`src/rtl/mtimer.sv`:
```
// RISC-V machine timer: free-running 64-bit mtime, 64-bit mtimecmp and a registered
// timer-interrupt-pending line, exposed as a 16-byte slave with a request/ack handshake.
module mtimer #(
    parameter int PRESCALE = 1
) (
    input  logic        i_clk,
    input  logic        i_rst,
    input  logic        i_bus_en,
    input  logic        i_bus_we,
    input  logic [3:0]  i_bus_addr,
    input  logic [31:0] i_bus_wdata,
    output logic [31:0] o_bus_rdata,
    output logic        o_bus_ack,
    output logic        o_tip
);

    localparam int PW = (PRESCALE > 1) ? $clog2(PRESCALE) : 1;
    localparam logic [PW-1:0] PMAX = PW'(PRESCALE - 1);

    typedef enum logic {ST_IDLE, ST_ACK} state_e;

    state_e        state_q, state_d;
    logic [63:0]   mtime_q, mtime_d;
    logic [63:0]   mtimecmp_q, mtimecmp_d;
    logic [PW-1:0] pcnt_q, pcnt_d;
    logic          hi_valid_q, hi_valid_d;
    logic [31:0]   shadow_q, shadow_d;
    logic          tip_q, tip_d;
    logic [31:0]   rdata_q, rdata_d;
    logic          tick;
    logic          access;
    logic          unused_addr;

    assign unused_addr = ^i_bus_addr[1:0];

    always_comb begin
        state_d    = state_q;
        mtime_d    = mtime_q;
        mtimecmp_d = mtimecmp_q;
        hi_valid_d = hi_valid_q;
        shadow_d   = shadow_q;
        rdata_d    = '0;
        tip_d      = (mtime_q >= mtimecmp_q);
        tick       = (pcnt_q == PMAX);
        access     = (state_q == ST_IDLE) && i_bus_en;
        pcnt_d     = tick ? '0 : pcnt_q + PW'(1);

        if (tick) begin
            mtime_d = mtime_q + 64'd1;
        end

        case (state_q)
            ST_IDLE: if (i_bus_en) state_d = ST_ACK;
            default: state_d = ST_IDLE;
        endcase

        // An mtime write overrides the same-cycle increment and restarts the prescaler.
        if (access && i_bus_we) begin
            case (i_bus_addr[3:2])
                2'd0: begin
                    mtime_d    = {mtime_q[63:32], i_bus_wdata};
                    pcnt_d     = '0;
                    hi_valid_d = 1'b0;
                end
                2'd1: begin
                    mtime_d    = {i_bus_wdata, mtime_q[31:0]};
                    pcnt_d     = '0;
                    hi_valid_d = 1'b0;
                end
                2'd2:    mtimecmp_d = {mtimecmp_q[63:32], i_bus_wdata};
                default: mtimecmp_d = {i_bus_wdata, mtimecmp_q[31:0]};
            endcase
        end else if (access) begin
            case (i_bus_addr[3:2])
                2'd0: begin
                    rdata_d    = mtime_q[31:0];
                    shadow_d   = mtime_q[63:32];
                    hi_valid_d = 1'b1;
                end
                2'd1: begin
                    rdata_d    = hi_valid_q ? shadow_q : mtime_q[63:32];
                    hi_valid_d = 1'b0;
                end
                2'd2:    rdata_d = mtimecmp_q[31:0];
                default: rdata_d = mtimecmp_q[63:32];
            endcase
        end
    end

    always_ff @(posedge i_clk) begin
        if (!i_rst) begin
            state_q    <= ST_IDLE;
            mtime_q    <= '0;
            mtimecmp_q <= '1;
            pcnt_q     <= '0;
            hi_valid_q <= 1'b0;
            shadow_q   <= '0;
            tip_q      <= 1'b0;
            rdata_q    <= '0;
        end else begin
            state_q    <= state_d;
            mtime_q    <= mtime_d;
            mtimecmp_q <= mtimecmp_d;
            pcnt_q     <= pcnt_d;
            hi_valid_q <= hi_valid_d;
            shadow_q   <= shadow_d;
            tip_q      <= tip_d;
            rdata_q    <= rdata_d;
        end
    end

    assign o_bus_ack   = (state_q == ST_ACK);
    assign o_bus_rdata = rdata_q;
    assign o_tip       = tip_q;

endmodule

```
`config.mk`:
```
export PLATFORM = sky130hd
export DESIGN_NAME = mtimer
export DESIGN_NICKNAME = d
export VERILOG_FILES = /design/src/rtl/mtimer.sv
export SDC_FILE = /design/constraint.sdc
export NUM_CORES = 1
export LEC_CHECK = 0
export CORE_MARGIN = 5
export CORE_UTILIZATION = 60
export DETAILED_ROUTE_END_ITERATION = 16
export PLACE_DENSITY = 0.83
export SLEW_MARGIN = 10
export SYNTH_ARGS = -nofsm -noshare
export SYNTH_HDL_FRONTEND = slang
export SYNTH_SLANG_ARGS = --single-unit
```
`constraint.sdc`:
```
create_clock -name i_clk -period 3.16 [get_ports i_clk]
set_input_delay 0.632 -clock i_clk [delete_from_list [all_inputs] [get_ports i_clk]]
set_output_delay 0.632 -clock i_clk [all_outputs]
set_load 0.01 [all_outputs]
```
==> Word-level counts from Yosys, hierarchy flattened <==
Index checks and enable logic that the tools add are counted.
{ "word_totals": {"input_bits": 40, "output_inout_bits": 34, "reg_bits": 196, "word_cells": 50} }
{ "classes": {"n_lt_le_gt_ge": 1, "n_reduce_logical": 12, "bitwise": 6, "n_addsub": 2, "n_eq_ne": 5, "muxes": 14} }
{ "op_table": {"columns": ["operator", "count"], "rows": [
  ["case mux 64 bit (2 select lines)", 2],
  ["2-to-1 mux 64 bit", 2],
  ["case mux 32 bit (3 select lines)", 1],
  ["adder 64 x 1 -> 64 bit (second input constant)", 1],
  ["greater-or-equal comparator 64 bit", 1],
  ["2-to-1 mux 32 bit", 1],
  ["AND reduction 3 bit", 4],
  ["2-to-1 mux 1 bit", 7],
  ["!= test 2 bit (second input constant)", 3],
  ["NOT 1 bit", 6],
  ["OR reduction 2 bit", 2],
  ["nonzero test 3 bit", 1],
  ["OR reduction 3 bit", 1],
  ["equality test 2 x 1 -> 1 bit (second input constant)", 1],
  ["equality test 2 bit (second input constant)", 1],
  ["logical AND 1 bit", 2],
  ["logical NOT 2 bit", 1],
  ["case mux 1 bit (2 select lines)", 1],
  ["nonzero test 2 bit", 1],
  ["adder 1 bit (second input constant)", 1]
]} }

==> Longest topological paths before layout <==
{ "logic_depth": {"word_depth": 5, "ltp_mapped": 9, "mapped_depth_nobuf": 8} }

==> Worst setup path after synthesis <==
OpenSTA, ideal clock, no wires.
{ "synth_timing": {"kind": "reg-to-reg", "start": "reg mtime_q[0]", "end": "reg mtime_q[34]", "path_slack_ps": 716, "arrival_time_ps": 2330, "n_path_buf": 0, "path_stages_with_launch": 8, "setup_time_ps": 115, "t_required_ps": 3045, "synth_period_minus_slack_ps": 2444, "path_cell_list": "dfxtp_1 -> ha_1 -> and3_1 -> nand3_1 -> or4_1 -> or4b_1 -> and3_1 -> o21a_1"} }
{ "synth_between": {"elab_chain_cells": 4} }
{ "synth_lines": {"columns": ["element", "line", "rtl"], "rows": [
  ["start: declaration", "23", "logic [63:0] mtime_q, mtime_d;"],
  ["start signal: assignment", "102", "mtime_q <= mtime_d;"],
  ["adder 64 x 1 -> 64 bit *", "49", "mtime_d = mtime_q + 64'd1;"],
  ["2-to-1 mux 64 bit *", "48", "if (tick) begin"],
  ["case mux 64 bit (2 select lines)", "59", "case (i_bus_addr[3:2])"],
  ["2-to-1 mux 64 bit *", "58", "if (access && i_bus_we) begin"]
]} }
Every way passes the cells marked *; elsewhere a longest branch is shown, timed or not.
A chain may end at the register's enable or synchronous reset.

==> Final worst setup path <==
{ "layout_timing": {"start": "reg mtime_q[0]", "end": "reg mtime_q[57]"} }
The elaborated chain is that of the path after synthesis.

==> reports/metrics.cfg <==
[grt]
grt_start_max_net_pins = 89
grt_remaining_overflow = 0
grt_pass1_vias = 10119
grt_pass1_wl_mm = 51.1
grt_usage_pct = 30.3
antenna_found_initial = 1

[setup_path]
critPathArrivalTime_ps = 3110
cp.required_ps = 3490
cp-end-kind = flip-flop
rrSetupSlack_ps = 380
cp_max_fo = 11
critPathKind = flip-flop to flip-flop
worstSetupStartpointType = flip-flop

[floorplan]
die_height_um = 145
num_rows = 49
die_x_um = 145
die_area_um2 = 21000
io_pins = 74
coreArea_um2 = 17900
initial_core_util_pct = 60.9

[clock_tree]
clockBufferDepth = 2
htree_levels = 4
cts-root-buf = clkbuf_16
cts_hold_buf = 0
cts_tree = done
cts.sinks = 195
ctsResizeCount = 0
clock_latency_ps = 450
clk_pin_slew_worst_paths_ps = 70
cts_buffers = 17
post_cts_buffers = 0

[yosys]
yosys.area_share.simple_pct = 19.6
post_synth.cell_area_avg_um2 = 8.08
seq_area_frac_synth_pct = 35.8
synth_top_family_by_area = compound AO/OA/AOI/OAI gates
synth_warnings = 0
synth_xor_area_share_pct = 1.45
synthAdderAreaFrac_pct = 7.46
synth_ff_type = dfxtp_1
synth_mux_area_share_pct = 8.69
syn-cell-area_um2 = 10900
syn_nets = 1454
async_flop_share_pct = 0
synth_compound_area_share_pct = 20.6
synth_cell_types = 67
ys_seq_elements = 195
synth_edf_count = 0
synth_cells = 1349

[power_and_ir_drop]
peakVddDrop_uv = 397
finalPower_uw = 5510
p_seq_share_pct = 47.3
p_per_area_nw_per_um2 = 436
clockPowerShare_pct = 42.1
p_sw_uw = 1390
switching_share_pct = 25.2
pwr-share-comb_pct = 10.6
p_leak_uw = 0.00511
p_int_uw = 4120

[finish]
register_area_um2 = 3910
n_antenna_cell = 0
finish.instance_area_um2 = 12600
drive_above_1_share_pct = 9.10
nFillCells = 1391
multi_input_area_um2 = 6350
area_delta_synth_final_pct = 15.7
final_nets = 1500

[sta]
final.setup.tns_ps = 0
period_share_pct = 88.1
min_period_ps = 2780
fmax_mhz = 359
clock_skew_ps = 14.9
hold_ws_ps = 455
slew_headroom_pct = 50.3
setup_violations = 0
rsz0062_at_grt = no
hold_viol = 0
slew_viol_final = 0
worst_slew_pin_slew_ps = 739

[routing]
wl_per_cell_um = 19.2
viasPerCell = 6.46
drc = 0
drt-initial-drc-count = 1332
ant_nets = 0
vias = 10576
routed_wl_mm = 31.5
first_pass_iters = 6

[placed_design]
hpwl_mm = 21.4
gp_congestion = 0.961
placed_cell_area_um2 = 12000
port_buffers = 71

[outcome]
status = finished, final reports clean

[hold_path]
hold_class = flip-flop to flip-flop

[flow_run]
maxCapViolations = 0

-- final timing paths --
| path | start | to | cells after the start |
|---|---|---|---|
| worst min-delay path | shadow_q[20] | shadow_q[20] | 2 |
| worst max-delay path | mtime_q[0] | mtime_q[57] | 7 |
| worst min register to register | shadow_q[20] | shadow_q[20] | 2 |
| worst max register to register | mtime_q[0] | mtime_q[57] | 7 |
-- critical path, stage by stage (launching register included) --
cell and delay (ps):
dfxtp_1 460, nand4_1 330, or4_4 600, or4_1 570, buf_4 260, nor4_2 180, xnor2_1 160, a21oi_1 80
-- synth_stat cells (8+ instances only) --
cell	count	share of area, %
o22ai_1	9	0.52
inv_1	77	2.7
a211oi_1	38	2.6
o21ai_0	57	2.6
mux2i_1	71	6.5
nand2_1	186	6.4
nor2_1	121	4.2
dfxtp_1	195	36
nand4_1	22	1.3
and3_1	12	0.69
buf_1	8	0.28
o211ai_1	67	4.6
nor3_1	12	0.55
a31oi_1	14	0.80
xnor2_1	15	1.2
clkbuf_1	83	2.9
nand3_1	31	1.4
or3_1	8	0.46
mux2_2	11	1.1
a21oi_1	122	5.6
ha_1	65	7.5
a221oi_1	9	0.72
nor4_1	17	0.98
-- placed cells by master, fill, tap and decap left out, drive strengths merged, types with 3 or more instances in the layout --
cell / instances
a22oi: 7
xor2: 3
o22ai: 9
a221oi: 9
nand2: 186
a211oi: 38
nor3: 16
or3: 8
and4: 7
o211ai: 67
o21ai: 57
o21a: 7
nor4: 22
buf: 58
xnor2: 15
clkinv: 4
and3: 12
a21oi: 123
inv: 79
a311oi: 7
or4: 9
nor2: 121
nand3: 33
mux4: 5
clkdlybuf4s50: 68
nand4: 23
mux2i: 71
dfxtp: 195
bufinv: 4
ha: 65
mux2: 11
clkbuf: 18
a31oi: 14
clkinvlp: 4
-- metal layers --
layer,GRT usage (%),up-vias,part of all wire (%)
met1,40.5,4961,42
met5,0,-,0.060
met3,7.16,123,9.2
met4,12.1,2,3.1
li1,-,4950,-
met2,47.5,540,45
-- cell families (layout without fill, tap and decap cells) --
kind of cell / count (synthesis) / in the layout
flip-flops: 195 / 195
buffers and inverters: 177 / 235
AND/OR/NAND/NOR: 450 / 450
XOR/XNOR: 18 / 18
adder cells (fa/ha/maj): 65 / 65
multiplexers: 87 / 87
AO/OA/AOI/OAI: 357 / 357
-- power groups by stage --
stage                     logic [uW]  registers, uW  clock network, uW
final                            583           2600               2320
after global routing             632           2610               2430
after CTS                        574           2600               2320
after detailed placement         567           2660                  0
after global placement           550           2650                  0
after floorplan                  347           2640                  0
-- stage by stage --
stage | setup WS, ps | utilization [%] | instances
2_1_floorplan | 716 | - | 1349
3_3_place_gp | 374 | 67.0 | 1605
3_5_place_dp | 366 | 67.0 | 1605
4_1_cts | 426 | 70.5 | 1636
5_1_grt | 251 | 70.5 | 1636
6_report | 377 | 70.5 | 1636
-- area by class of cell --
type	count	area share, %
inverter	78	2.32
clock inverter	13	1.45
tap	229	2.27
clock buffer	18	3.48
sequential	195	31.0
multi-input combinational	977	50.3
timing repair buffer	126	9.20
-- state kept, by name (all words and copies together), names as in the netlist --
register	flops
shadow_q	32
hi_valid_q	1
o_bus_rdata	32
mtime_q	64
o_bus_ack	1
mtimecmp_q	64
o_tip	1
(Power assumes the default switching activity.)
